**src/rtl/hazard_stall_ctrl_if.sv**
```systemverilog
// Purpose: groups the pipeline-side hazard inputs and the buffer control
//          outputs of hazard_stall_ctrl into one bundle.
// Signals:
//   id_rs1, id_rs2, ex_rd          register addresses (REG_AW bits)
//   ex_mem_read, branch_taken      EX-stage status
//   halt_id                        HLT decoded in ID
//   mem_req, mem_ready             MEM-stage access handshake
//   pc_en, *_en, *_flush           PC / buffer load enables and bubble requests
//   halted, mem_err, stall_cycles  status
// Modports: master = pipeline side (drives hazard inputs),
//           slave  = controller side (drives enables/flushes/status).
interface hazard_stall_ctrl_if #(
  parameter int REG_AW = 3
);
  logic [REG_AW-1:0] id_rs1;
  logic [REG_AW-1:0] id_rs2;
  logic [REG_AW-1:0] ex_rd;
  logic              ex_mem_read;
  logic              branch_taken;
  logic              halt_id;
  logic              mem_req;
  logic              mem_ready;
  logic              pc_en;
  logic              ifid_en;
  logic              idex_en;
  logic              exmem_en;
  logic              memwb_en;
  logic              ifid_flush;
  logic              idex_flush;
  logic              exmem_flush;
  logic              memwb_flush;
  logic              halted;
  logic              mem_err;
  logic [15:0]       stall_cycles;

  modport master (
    output id_rs1, id_rs2, ex_rd, ex_mem_read, branch_taken, halt_id,
           mem_req, mem_ready,
    input  pc_en, ifid_en, idex_en, exmem_en, memwb_en,
           ifid_flush, idex_flush, exmem_flush, memwb_flush,
           halted, mem_err, stall_cycles
  );

  modport slave (
    input  id_rs1, id_rs2, ex_rd, ex_mem_read, branch_taken, halt_id,
           mem_req, mem_ready,
    output pc_en, ifid_en, idex_en, exmem_en, memwb_en,
           ifid_flush, idex_flush, exmem_flush, memwb_flush,
           halted, mem_err, stall_cycles
  );
endinterface

```
**src/rtl/hazard_stall_ctrl.sv**
```systemverilog
// Purpose: hazard / stall sequencer for a 5-stage pipeline. Drives the PC
//          enable and the IF/ID, ID/EX, EX/MEM, MEM/WB buffer enables and
//          flushes for load-use stalls, taken-branch flushes, memory waits
//          (with timeout) and the HLT drain.
// Ports:
//   clk    clock, all state updates on posedge
//   reset  synchronous active-low reset
//   bus    hazard_stall_ctrl_if.slave (hazard inputs in, controls/status out)
//
// State table:
//   ST_RUN      | normal issue; load-use / branch / halt handling
//   ST_MEM_WAIT | pipeline frozen waiting on mem_ready; returns to RUN or DRAIN
//   ST_DRAIN    | fetch stopped, in-flight instructions retire
//   ST_HALTED   | everything frozen; left only through reset
module hazard_stall_ctrl #(
  parameter int REG_AW       = 3,
  parameter int DRAIN_CYCLES = 3,
  parameter int MEM_TIMEOUT  = 255,
  parameter int TO_W         = 8
) (
  input logic                clk,
  input logic                reset,
  hazard_stall_ctrl_if.slave bus
);

  localparam int DC_W = (DRAIN_CYCLES > 1) ? $clog2(DRAIN_CYCLES) : 1;
  localparam logic [TO_W-1:0] WAIT_LAST  = TO_W'(MEM_TIMEOUT);
  localparam logic [DC_W-1:0] DRAIN_LAST = DC_W'(DRAIN_CYCLES - 1);

  typedef enum logic [1:0] {
    ST_RUN      = 2'd0,
    ST_MEM_WAIT = 2'd1,
    ST_DRAIN    = 2'd2,
    ST_HALTED   = 2'd3
  } state_t;

  state_t            state_q, state_d;
  logic              ret_drain_q, ret_drain_d;
  logic [TO_W-1:0]   wait_cnt_q, wait_cnt_d;
  logic [DC_W-1:0]   drain_cnt_q, drain_cnt_d;
  logic              mem_err_q, mem_err_d;
  logic [15:0]       stall_q;

  logic [REG_AW-1:0] rs1, rs2, rd;
  logic              mem_stall, load_use;

  logic pc_en, ifid_en, idex_en, exmem_en, memwb_en;
  logic ifid_fl, idex_fl, exmem_fl, memwb_fl;

  assign rs1       = bus.id_rs1;
  assign rs2       = bus.id_rs2;
  assign rd        = bus.ex_rd;
  assign mem_stall = bus.mem_req & ~bus.mem_ready;
  assign load_use  = bus.ex_mem_read & ((rd == rs1) | (rd == rs2));

  always_comb begin
    state_d     = state_q;
    ret_drain_d = ret_drain_q;
    wait_cnt_d  = wait_cnt_q;
    drain_cnt_d = drain_cnt_q;
    mem_err_d   = mem_err_q;
    pc_en       = 1'b1;
    ifid_en     = 1'b1;
    idex_en     = 1'b1;
    exmem_en    = 1'b1;
    memwb_en    = 1'b1;
    ifid_fl     = 1'b0;
    idex_fl     = 1'b0;
    exmem_fl    = 1'b0;
    memwb_fl    = 1'b0;

    case (state_q)
      ST_RUN: begin
        if (mem_stall) begin
          {pc_en, ifid_en, idex_en, exmem_en} = 4'b0000;
          memwb_fl    = 1'b1;
          state_d     = ST_MEM_WAIT;
          wait_cnt_d  = TO_W'(1);
          ret_drain_d = 1'b0;
        end else if (bus.branch_taken) begin
          // halt_id here belongs to a wrong-path instruction and dies with it
          ifid_fl = 1'b1;
          idex_fl = 1'b1;
        end else if (load_use) begin
          // halt_id, if present, is held in ID and seen again next cycle
          pc_en   = 1'b0;
          ifid_en = 1'b0;
          idex_fl = 1'b1;
        end else if (bus.halt_id) begin
          pc_en       = 1'b0;
          ifid_fl     = 1'b1;
          state_d     = ST_DRAIN;
          drain_cnt_d = '0;
        end
      end
      ST_MEM_WAIT: begin
        if (bus.mem_ready) begin
          if (ret_drain_q) begin
            pc_en   = 1'b0;
            ifid_fl = 1'b1;
          end
          state_d = ret_drain_q ? ST_DRAIN : ST_RUN;
        end else begin
          {pc_en, ifid_en, idex_en, exmem_en} = 4'b0000;
          memwb_fl = 1'b1;
          if (wait_cnt_q == WAIT_LAST) begin
            state_d   = ST_HALTED;
            mem_err_d = 1'b1;
          end else begin
            wait_cnt_d = wait_cnt_q + 1'b1;
          end
        end
      end
      ST_DRAIN: begin
        if (mem_stall) begin
          {pc_en, ifid_en, idex_en, exmem_en} = 4'b0000;
          memwb_fl    = 1'b1;
          state_d     = ST_MEM_WAIT;
          wait_cnt_d  = TO_W'(1);
          ret_drain_d = 1'b1;
        end else begin
          pc_en   = 1'b0;
          ifid_fl = 1'b1;
          if (drain_cnt_q == DRAIN_LAST) begin
            state_d = ST_HALTED;
          end else begin
            drain_cnt_d = drain_cnt_q + 1'b1;
          end
        end
      end
      ST_HALTED: begin
        {pc_en, ifid_en, idex_en, exmem_en, memwb_en} = 5'b00000;
      end
      default: state_d = ST_RUN;
    endcase

    if (!reset) begin
      {pc_en, ifid_en, idex_en, exmem_en, memwb_en} = 5'b00000;
      {ifid_fl, idex_fl, exmem_fl, memwb_fl}        = 4'b1111;
    end
  end

  always_ff @(posedge clk) begin
    if (!reset) begin
      state_q     <= ST_RUN;
      ret_drain_q <= 1'b0;
      wait_cnt_q  <= '0;
      drain_cnt_q <= '0;
      mem_err_q   <= 1'b0;
      stall_q     <= '0;
    end else begin
      state_q     <= state_d;
      ret_drain_q <= ret_drain_d;
      wait_cnt_q  <= wait_cnt_d;
      drain_cnt_q <= drain_cnt_d;
      mem_err_q   <= mem_err_d;
      if (!pc_en && state_q != ST_HALTED && stall_q != 16'hFFFF) begin
        stall_q <= stall_q + 16'd1;
      end
    end
  end

  // A flushed buffer is never also loaded, so each en is masked by its flush.
  assign bus.pc_en        = pc_en;
  assign bus.ifid_en      = ifid_en  & ~ifid_fl;
  assign bus.idex_en      = idex_en  & ~idex_fl;
  assign bus.exmem_en     = exmem_en & ~exmem_fl;
  assign bus.memwb_en     = memwb_en & ~memwb_fl;
  assign bus.ifid_flush   = ifid_fl;
  assign bus.idex_flush   = idex_fl;
  assign bus.exmem_flush  = exmem_fl;
  assign bus.memwb_flush  = memwb_fl;
  assign bus.halted       = reset & (state_q == ST_HALTED);
  assign bus.mem_err      = mem_err_q;
  assign bus.stall_cycles = stall_q;

endmodule
```
**src/flat_wrapper.sv**
```systemverilog
// flat-port wrapper written by rule: the top's interface ports become plain ports
module hazard_stall_ctrl_flat 
#(
  parameter int REG_AW       = 3,
  parameter int DRAIN_CYCLES = 3,
  parameter int MEM_TIMEOUT  = 255,
  parameter int TO_W         = 8
)
  (clk, reset, bus_id_rs1, bus_id_rs2, bus_ex_rd, bus_ex_mem_read, bus_branch_taken, bus_halt_id, bus_mem_req, bus_mem_ready, bus_pc_en, bus_ifid_en, bus_idex_en, bus_exmem_en, bus_memwb_en, bus_ifid_flush, bus_idex_flush, bus_exmem_flush, bus_memwb_flush, bus_halted, bus_mem_err, bus_stall_cycles);
  hazard_stall_ctrl_if #(.REG_AW(REG_AW)) bus_i ();
  input logic clk;
  input logic reset;
  input wire logic [$bits(bus_i.id_rs1)-1:0] bus_id_rs1;
  input wire logic [$bits(bus_i.id_rs2)-1:0] bus_id_rs2;
  input wire logic [$bits(bus_i.ex_rd)-1:0] bus_ex_rd;
  input wire logic [$bits(bus_i.ex_mem_read)-1:0] bus_ex_mem_read;
  input wire logic [$bits(bus_i.branch_taken)-1:0] bus_branch_taken;
  input wire logic [$bits(bus_i.halt_id)-1:0] bus_halt_id;
  input wire logic [$bits(bus_i.mem_req)-1:0] bus_mem_req;
  input wire logic [$bits(bus_i.mem_ready)-1:0] bus_mem_ready;
  output wire logic [$bits(bus_i.pc_en)-1:0] bus_pc_en;
  output wire logic [$bits(bus_i.ifid_en)-1:0] bus_ifid_en;
  output wire logic [$bits(bus_i.idex_en)-1:0] bus_idex_en;
  output wire logic [$bits(bus_i.exmem_en)-1:0] bus_exmem_en;
  output wire logic [$bits(bus_i.memwb_en)-1:0] bus_memwb_en;
  output wire logic [$bits(bus_i.ifid_flush)-1:0] bus_ifid_flush;
  output wire logic [$bits(bus_i.idex_flush)-1:0] bus_idex_flush;
  output wire logic [$bits(bus_i.exmem_flush)-1:0] bus_exmem_flush;
  output wire logic [$bits(bus_i.memwb_flush)-1:0] bus_memwb_flush;
  output wire logic [$bits(bus_i.halted)-1:0] bus_halted;
  output wire logic [$bits(bus_i.mem_err)-1:0] bus_mem_err;
  output wire logic [$bits(bus_i.stall_cycles)-1:0] bus_stall_cycles;
  assign bus_i.id_rs1 = bus_id_rs1;
  assign bus_i.id_rs2 = bus_id_rs2;
  assign bus_i.ex_rd = bus_ex_rd;
  assign bus_i.ex_mem_read = bus_ex_mem_read;
  assign bus_i.branch_taken = bus_branch_taken;
  assign bus_i.halt_id = bus_halt_id;
  assign bus_i.mem_req = bus_mem_req;
  assign bus_i.mem_ready = bus_mem_ready;
  assign bus_pc_en = bus_i.pc_en;
  assign bus_ifid_en = bus_i.ifid_en;
  assign bus_idex_en = bus_i.idex_en;
  assign bus_exmem_en = bus_i.exmem_en;
  assign bus_memwb_en = bus_i.memwb_en;
  assign bus_ifid_flush = bus_i.ifid_flush;
  assign bus_idex_flush = bus_i.idex_flush;
  assign bus_exmem_flush = bus_i.exmem_flush;
  assign bus_memwb_flush = bus_i.memwb_flush;
  assign bus_halted = bus_i.halted;
  assign bus_mem_err = bus_i.mem_err;
  assign bus_stall_cycles = bus_i.stall_cycles;
  hazard_stall_ctrl #(.REG_AW(REG_AW), .DRAIN_CYCLES(DRAIN_CYCLES), .MEM_TIMEOUT(MEM_TIMEOUT), .TO_W(TO_W)) u_core (.clk(clk), .reset(reset), .bus(bus_i));
endmodule
```
**config.mk**
```make
export PLATFORM = sky130hd
export DESIGN_NAME = hazard_stall_ctrl_flat
export DESIGN_NICKNAME = d
export VERILOG_FILES = /design/src/rtl/hazard_stall_ctrl_if.sv /design/src/rtl/hazard_stall_ctrl.sv /design/src/flat_wrapper.sv
export SDC_FILE = /design/constraint.sdc
export NUM_CORES = 1
export LEC_CHECK = 0
export BUFFER_PORTS_ARGS = -buffer_cell sky130_fd_sc_hd__clkbuf_2
export CAP_MARGIN = 20
export CORE_ASPECT_RATIO = 0.9
export CORE_MARGIN = 5
export CORE_UTILIZATION = 40
export CTS_CLUSTER_DIAMETER = 50
export DETAILED_ROUTE_END_ITERATION = 12
export GPL_ROUTABILITY_DRIVEN = 0
export PLACE_DENSITY = 0.67
export SYNTH_ARGS = -nofsm -noshare
export SYNTH_HDL_FRONTEND = slang
export SYNTH_SLANG_ARGS = --single-unit
```
**constraint.sdc**
```tcl
create_clock -name clk -period 2.6 [get_ports clk]
set_input_delay 0.26 -clock clk [delete_from_list [all_inputs] [get_ports clk]]
set_output_delay 0.26 -clock clk [all_outputs]
set_load 0.01 [all_outputs]
```
# [Word-level counts from Yosys, hierarchy flattened]
# Index checks and enable logic that the tools add are counted.
[totals] register_bits=30 latchBits=0 ram_bits=0 romBits=0 inputBits=16 output_inout_bits=27 elab_cells=121 n_memories=0
[classes] add_sub_neg=3 n_mul=0 n_div=0 order_cmp=0 eq_ne=25 n_shift=0 muxes=61 n_bitwise=12 reduce_logical=14
[op_table] op="two-way mux 1 bit" count=34
[op_table] op="two-way mux 2 bit" count=15
[op_table] op="two-way mux 8 bit" count=3
[op_table] op="inequality test 2 bit (second input constant)" count=9
[op_table] op="adder 16 x 1 -> 16 bit (second input constant)" count=1
[op_table] op="inequality test 16 bit (second input constant)" count=1
[op_table] op="case mux 8 bit (2 select lines)" count=1
[op_table] op="inequality test 3 x 2 -> 1 bit (second input constant)" count=4
[op_table] op="case mux 1 bit (3 select lines)" count=3
[op_table] op="adder 8 x 1 -> 8 bit (second input constant)" count=1
[op_table] op="equality test 8 bit (second input constant)" count=1
[op_table] op="AND 1 bit" count=7
[op_table] op="AND reduction 7 bit" count=1
[op_table] op="equality test 2 bit (second input constant)" count=3
[op_table] op="equality test 3 bit" count=2
[op_table] op="inequality test 2 x 1 -> 1 bit (second input constant)" count=3
[op_table] op="case mux 2 bit (3 select lines)" count=1
[op_table] op="AND reduction 3 bit" count=2
[op_table] op="AND reduction 6 bit" count=1
[op_table] op="inverter 1 bit" count=4
[op_table] op="case mux 1 bit (2 select lines)" count=2
[op_table] op="case mux 1 bit (4 select lines)" count=1
[op_table] op="case mux 2 bit (2 select lines)" count=1
[op_table] op="AND reduction 4 bit" count=1
[op_table] op="other kinds (10)" count=13

# [Longest topological paths before layout]
# Gate-level depths: netlist (run 1).
[logic_depth] depth_word=11 ltp_mapped=9 depth_no_buf=7

# [Worst setup path before layout (run 1)]
# Ideal clock, no wire load.
[synth_path] path_type="register to output" start="reg u_core.state_q[1]" end="out bus_ifid_en" t_arrival_ps=1811 required_ps=2340 slack_ps=529 path_stages_with_launch=9 path_buffers=1 path_cell_list="dfxtp_1 inv_1 ha_1 clkbuf_8 a31oi_1 nor2_1 a311oi_1 o31ai_1 a311oi_1"
[synth_between] elab_chain_len=5 word_cells_on_any_way=10 cone_classes="eq/ne (3); mux (4); bitwise (2); reduce/logical (1)"
[synth_rtl] element="from (decl)" line_no="hazard_stall_ctrl.sv:37" text="state_t state_q, state_d;"
[synth_rtl] element="from (signal assigned)" line_no="hazard_stall_ctrl.sv:152" text="state_q <= state_d;"
[synth_rtl] element="equality test 2 bit (tied with other cells)" line_no="hazard_stall_ctrl.sv:72" text="case (state_q)"
[synth_rtl] element="case mux 1 bit (3 select lines) (*)" line_no="hazard_stall_ctrl.sv:72"
[synth_rtl] element="two-way mux 1 bit (*)" line_no="hazard_stall_ctrl.sv:137" text="if (!reset) begin"
[synth_rtl] element="net bus_ifid_flush" line_no="flat_wrapper.sv:26" text="output wire logic [$bits(bus_i.ifid_flush)-1:0] bus_ifid_flush;"
[synth_rtl] element="inverter 1 bit (*)" line_no="hazard_stall_ctrl.sv:165" text="assign bus.ifid_en = ifid_en & ~ifid_fl;"
[synth_rtl] element="AND 1 bit (*)" line_no="hazard_stall_ctrl.sv:165"
[synth_rtl] element="to (decl)" line_no="flat_wrapper.sv:22" text="output wire logic [$bits(bus_i.ifid_en)-1:0] bus_ifid_en;"
# Mark *: on every way through the listed nets, which the timed path passes. The rest lies on a longest branch.

# [Worst setup path in the final report (run 1)]
[layout_path] start="reg u_core.state_q[0]" end="out bus_ifid_en"
[layout_between] elab_chain_len=5 word_cells_on_any_way=10 cone_classes="eq/ne (3); mux (4); bitwise (2); reduce/logical (1)"
[layout_rtl] element="equality test 2 bit (tied with other cells)" line_no="hazard_stall_ctrl.sv:72"
[layout_rtl] element="case mux 1 bit (3 select lines)" line_no="hazard_stall_ctrl.sv:72"
[layout_rtl] element="two-way mux 1 bit" line_no="hazard_stall_ctrl.sv:137"
[layout_rtl] element="inverter 1 bit" line_no="hazard_stall_ctrl.sv:165"
[layout_rtl] element="AND 1 bit (*)" line_no="hazard_stall_ctrl.sv:165"
# Every way passes the cells marked *; elsewhere a longest branch is shown, timed or not.

==> results by group, run 1 <==
Synth
  – Mapped Area: 2145 sq um
  – Area fraction of the dominant cell type after synthesis: 0.2800
  – Ys flop type: dfxtp_1
  – Mean Syn Cell Area: 8.280 sq um
  – Synth area leader: dfxtp_1
  – Synth area leaders: dfxtp_1 (28%), mux2i_1 (7.9%), nand2_1 (5.6%)
  – Count of distinct cell types in the synthesized netlist: 56
  – Seq/Total Area, Yosys: 0.2800
  – Synth Register Bits: 30
  – Post-synth EDFFs: 0
  – Syn_nets: 283
  – Yosys warns: 0
  – Ys async rst share: 0
  – Mapped Cells: 259

Setup path
  – Crit. Startpoint: u_core.state_q[0]
  – WS Path Type: reg2out
  – R2r endpoint: u_core.bus.stall_cycles[0]
  – Critical Path Source Type: register
  – Crit path capture type: output port
  – Req. time, crit path: 2.34 ns
  – Crit-path max FO: 7
  – Critical Path Sink: bus_ifid_en
  – R2R cell count: 7
  – Reg2reg setup slack: 0.37 ns
  – Data arrival time of the critical path: 2.18 ns
  – Reg2reg start: u_core.state_q[1]

CTS
  – Cts bufs inserted: 5
  – # clock sinks: 30
  – TritonCTS clock tree: done
  – Clk root buf: clkbuf_8
  – Maximum buffer depth of the clock tree: 2
  – # hold bufs at CTS: 0
  – CTS clock-pin slew for the worst setup and hold paths: approximately 0.07 ns
  – Clk Latency, worst-skew pair: 0.29 ns
  – H-Tree Depth: 2

Power
  – LEAKAGE: 0.001025 uW
  – Gate power share: 0.421
  – Sequential share of power: 0.322
  – NetSw: between 700 and 800 uW
  – Clock power frac: 0.257
  – Pint: 1053 uW
  – PD cells: roughly 700 nW/um^2
  – Peak supply drop: 0.3495 mV
  – Net Sw Frac: 0.4008

STA
  – Final Setup Violations: 0
  – Max Freq: 409.2 MHz
  – Rel. slew slack: 0.6203
  – Worst Skew: 0.009673 ns
  – Final min period: about 2.4 ns
  – Final Hold Fails: 0
  – Slew Viols, Final: 0
  – RSZ-0062 raised after global routing: no
  – Setup TNS: 0 ns
  – Period utilisation layout: 0.9400
  – Slew of the pin with the lowest slew margin: around 0.57 ns

Die
  – Core Footprint: 5224 sq um
  – DIE WIDTH: 87.18 um
  – Full die area: slightly below 7000 sq um
  – Io pins: 43
  – Initial Util: 0.4105
  – Die Y: just under 80 um
  – Row count: 25

Detailed routing
  – Post-route ant nets: 0
  – Remaining DRCs: 0
  – Via density: 5.473
  – Initial drt markers: 164
  – Drt wl/cell: 14.35 um
  – Via count: 2003
  – Routed wire length: 5253 um
  – Initial DRT Pass Iterations: 4

Job
  – Max_cap viols: 0

GRT
  – First-pass GRT wire length: 8562 um
  – Largest net degree at the start of global routing: 42
  – GRT Overall Usage: 0.1552
  – Initial antenna violation count: 0
  – Vias in the first global route: around 1800
  – Gr ovfl total: 0

Layout
  – Fill count: roughly 520
  – Fraction of layout cells with a size suffix above 1: 0.2341
  – Layout net count: 322
  – Design Area, Final: 2496 sq um
  – N_diodes: 0
  – Layout Area Growth over Synthesis: 16.39%

Worst hold path
  – Hold_sp: bus_mem_req
  – Worst hold path type: in2reg

Placement
  – Area post-placement: around 2400 sq um
  – IO buf count: 42
  – Hpwl dp: 3793 um

Outcome
  – Status: completed
metal layers:
layer | wire [um] | share of wire | global-route usage | up-vias
met3 | 351 | 0.067 | 0.04438 | 6
met5 | 0 | 0 | 0 | -
li1 | - | - | - | 1025
met1 | 2602 | 0.50 | 0.2208 | 909
met2 | 2239 | 0.43 | 0.2208 | 63
met4 | 59 | 0.011 | 0.05521 | 0
placed cells by master (no fill, tap or decap), drive strengths merged, types with 3 or more instances in the layout:
cell type | netlist | routed
nor4 | 13 | 13
a311oi | 3 | 3
nand4 | 7 | 7
a31oi | 5 | 5
xnor2 | 4 | 4
nor2b | 4 | 4
or3 | 4 | 4
dfxtp | 30 | 30
ha | 8 | 8
nand3 | 12 | 12
inv | 10 | 10
or4 | 4 | 4
buf | 6 | 3
a21oi | 13 | 13
a21o | 3 | 3
nand2b | 16 | 16
and3 | 5 | 5
a211oi | 3 | 3
nand2 | 32 | 32
o31ai | 3 | 3
nor2 | 15 | 15
mux2i | 17 | 17
clkbuf | 7 | 50
o21ai | 7 | 7
registers in the layout, summed over array words and instances, names as in the netlist:
register                 count
u_core.wait_cnt_q            8
u_core.bus.mem_err           1
u_core.bus.stall_cycles     16
u_core.ret_drain_q           1
u_core.state_q               2
u_core.drain_cnt_q           2
per-stage QoR:
stage | hold WS [ns] | total power, uW | cells | setup WS (ns) | util
6_report | 0.4217 | 1758 | 366 | 0.1560 | 0.4778
3_3_place_gp | 0.4414 | 1285 | 357 | 0.2779 | 0.4537
2_1_floorplan | 0.4155 | 1140 | 259 | 0.5289 | -
3_5_place_dp | 0.4652 | 1292 | 357 | 0.2275 | 0.4537
5_1_grt | 0.4561 | 1867 | 366 | 0.03519 | 0.4778
4_1_cts | 0.4135 | 1748 | 366 | 0.04393 | 0.4762
worst min path at each step:
stage                                      end  slack (ns)  cells after the start
global route                u_core.ret_drain_q        0.46                      4
finish                      u_core.ret_drain_q        0.42                      4
CTS                         u_core.ret_drain_q        0.41                      4
global placement         u_core.drain_cnt_q[1]        0.44                      1
detailed placement       u_core.drain_cnt_q[1]        0.47                      1
floorplan           u_core.bus.stall_cycles[0]        0.42                      2
Yosys cell counts, types with 2 or more instances:
cell	number
buf_2	2
o21ai_0	7
xor2_1	2
buf_6	2
or4_1	4
mux2i_1	17
o31ai_1	2
nor3_1	2
nand4_1	6
inv_1	10
or2_2	2
nand2_1	32
clkbuf_1	6
nor4_1	12
ha_1	8
a21o_1	3
o21a_1	2
and3_1	3
nor2b_1	3
nand4b_1	2
a311oi_1	3
buf_4	2
and3_4	2
nor2_1	15
nand3_1	11
dfxtp_1	30
xnor2_1	4
a211oi_1	3
nand2b_1	16
or3_1	4
a31oi_1	5
a21oi_1	13
repair_timing:
item | 4_1_cts | 5_1_grt
gates resized for setup | 0 | 3
buffers inserted | 1 | 0
pin swaps | 1 | 0
setup endpoints to repair | 1 | 2
critical path: stages (launching register included):
cell	delay [ns]
dfxtp_2	0.39
inv_1	0.07
ha_1	0.29
a31oi_1	0.19
nor2_1	0.10
a311oi_1	0.26
o31ai_1	0.13
a311oi_1	0.29
clkbuf_2	0.18
power by group through the flow:
stage	logic [uW]	registers, uW	clock network (uW)
after detailed placement	716	576	0
after global placement	714	571	0
final	740	567	451
after global routing	814	576	477
after floorplan	572	568	0
after CTS	726	565	457
layout make-up:
class | instances | area [sq um] | share of cell area
Sequential cell | 30 | 601.8 | 0.2411
Multi-Input combinational cell | 206 | 1430 | 0.5729
Timing Repair Buffer | 45 | 232.7 | 0.09323
Tap cell | 67 | 83.83 | 0.03358
Clock buffer | 8 | 110.1 | 0.04411
Inverter | 10 | 37.54 | 0.01504
kinds of logic (layout without fill, tap and decap cells):
kind of cell / Yosys count / in the layout / synth area share
buffers and inverters: 23 / 63 / 0.05659
flip-flops: 30 / 30 / 0.2800
XOR/XNOR: 6 / 6 / 0.02450
AND/OR/NAND/NOR: 127 / 127 / 0.3489
multiplexers: 17 / 17 / 0.07935
adder cells (fa/ha/maj): 8 / 8 / 0.04668
AO/OA/AOI/OAI: 48 / 48 / 0.1639
(Power assumes the default switching activity.)
==> inputs of run 2 (changes only) <==
--- a/config.mk
+++ b/config.mk
@@ -7,13 +7,15 @@
 export LEC_CHECK = 0
 export BUFFER_PORTS_ARGS = -buffer_cell sky130_fd_sc_hd__clkbuf_2
 export CAP_MARGIN = 20
+export CELL_PAD_IN_SITES_DETAIL_PLACEMENT = 1
+export CELL_PAD_IN_SITES_GLOBAL_PLACEMENT = 1
 export CORE_ASPECT_RATIO = 0.9
 export CORE_MARGIN = 5
 export CORE_UTILIZATION = 40
 export CTS_CLUSTER_DIAMETER = 50
 export DETAILED_ROUTE_END_ITERATION = 12
 export GPL_ROUTABILITY_DRIVEN = 0
-export PLACE_DENSITY = 0.67
+export PLACE_DENSITY = 0.85
 export SYNTH_ARGS = -nofsm -noshare
 export SYNTH_HDL_FRONTEND = slang
 export SYNTH_SLANG_ARGS = --single-unit
==> run 2 against run 1 <==
Count of clock-buffer cells in the layout fell by 2; wire length is 16% higher; non-clock buffer count rose by 3; first-iteration DRC count fell by 30%; clock skew down 0.0047 ns.
==> results by group, run 2 (synthesis gave the netlist of run 1 again) <==
CTS
  – # clock sinks: 30
  – # hold bufs at CTS: 0
  – Clk Latency, worst-skew pair: roughly 0.28 ns
  – TritonCTS clock tree: done
  – CTS clock-pin slew for the worst setup and hold paths: 0.06 ns
  – Maximum buffer depth of the clock tree: 2
  – Clk root buf: clkbuf_8
  – H-Tree Depth: 2
  – Cts bufs inserted: 5

GRT
  – Initial antenna violation count: 0
  – Gr ovfl total: 0
  – GRT Overall Usage: 0.1870
  – Largest net degree at the start of global routing: 42
  – Vias in the first global route: 2071
  – First-pass GRT wire length: 10410 um

Setup path
  – WS Path Type: reg2out
  – Critical Path Source Type: register
  – Req. time, crit path: 2.34 ns
  – Data arrival time of the critical path: 2.19 ns
  – Crit path capture type: output port
  – Crit-path max FO: 9

Placement
  – Post-Place Setup Slack: ~0.27 ns
  – Area post-placement: 2385 sq um
  – Hpwl dp: around 4400 um
  – IO buf count: 42

STA
  – Final Setup Violations: 0
  – Fin worst setup slack: 0.1474 ns
  – Final min period: 2.453 ns
  – Slew of the pin with the lowest slew margin: 0.6168 ns
  – Period utilisation layout: 0.9433
  – Max Freq: 407.7 MHz
  – Final Hold Fails: 0
  – RSZ-0062 raised after global routing: no
  – Setup TNS: 0 ns
  – Worst Skew: 0.004985 ns
  – Slew Viols, Final: 0
  – Rel. slew slack: 0.5888

Layout
  – Layout Area Growth over Synthesis: 16.10%
  – Commonest cells after routing, fill and taps aside: clkbuf_2 (41), nand2_1 (32), dfxtp_1 (28)
  – Design Area, Final: 2490 sq um
  – Max reg flops: 16
  – Commonest non-fill, non-tap cell in the layout: clkbuf_2
  – Fraction of layout cells with a size suffix above 1: 0.2367
  – Layout net count: 325
  – N_diodes: 0

Worst hold path
  – Worst hold path type: in2reg

Die
  – Die Y: 79.47 um
  – Io pins: 43
  – DIE WIDTH: 87.18 um
  – Core Footprint: 5224 sq um
  – Full die area: 6928 sq um
  – Initial Util: 0.4105
  – Row count: 25

Detailed routing
  – Routed wire length: 6078 um
  – Initial DRT Pass Iterations: 4
  – Drt wl/cell: 16.56 um
  – Via density: 5.812
  – Initial drt markers: 114
  – Via count: 2133
  – Remaining DRCs: 0
  – Post-route ant nets: 0

Job
  – Max_cap viols: 0

Outcome
  – Status: completed

Power
  – PD cells: 702.9 nW/um^2
  – Peak supply drop: between 0.3 and 0.4 mV
  – LEAKAGE: 0.001028 uW
-- run 2: changes by cell type in the layout (fill, tap and decap cells not counted), sizes merged --
cell    before  now
clkbuf      50   47
buf          3    7
-- run 2: power by group --
part | switching (uW) | total, uW | internal [uW]
Clock | 173 | 377 | 204
Combinational | 493 | 798 | 305
Sequential | 68.6 | 576 | 507
-- run 2: per-stage QoR --
stage          hold slack [ns]  total power (uW)  cells  utilization
5_1_grt                 0.4375              1877    367       0.4766
6_report                0.4270              1750    367       0.4766
4_1_cts                 0.4188              1749    366       0.4752
3_3_place_gp            0.4460              1313    359       0.4565
2_1_floorplan           0.4155              1140    259            -
3_5_place_dp            0.4672              1346    359       0.4565
-- run 2: critical path: stages (launching register included) --
cell,delay (ns)
dfxtp_2,0.38
inv_1,0.10
ha_1,0.22
buf_4,0.18
a31oi_1,0.19
nor2_1,0.09
a311oi_1,0.20
o31ai_1,0.11
a311oi_1,0.25
buf_2,0.18
-- run 2: final timing paths --
| check | start | end | slack [ns] | cells after the start |
|---|---|---|---|---|
| worst max-delay path | u_core.state_q[1] | bus_ifid_en | 0.15 | 9 |
| worst min-delay path | bus_mem_req | u_core.ret_drain_q | 0.43 | 4 |
| worst max register to register | u_core.state_q[0] | u_core.bus.stall_cycles[9] | 0.36 | 9 |
| worst min register to register | u_core.bus.mem_err | u_core.bus.mem_err | 0.47 | 2 |
-- run 2: layout make-up --
class                   count  area (sq um)
fillers                   658          2734
multi-input cells         206          1428
flip-flops and latches     30         603.1
repair buffers             48         255.2
well taps                  67         83.83
clock buffers               6         82.58
inverters                  10         37.54
-- run 2: repair_timing --
| item | CTS | global route |
|---|---|---|
| resized for setup | 3 | 1 |
| pin swaps | 1 | 3 |
| endpoints found under the setup margin | 2 | 1 |
| setup buffers | 1 | 1 |
-- run 2: layer usage --
metal / wire length (um) / part of all wire / vias up / global-route usage
met2: 2942 / 0.48 / 46 / 0.3103
met5: 0 / 0 / - / 0
li1: - / - / 1033 / -
met1: 2807 / 0.46 / 1046 / 0.2461
met4: 85 / 0.014 / 0 / 0.05215
met3: 244 / 0.040 / 8 / 0.03612
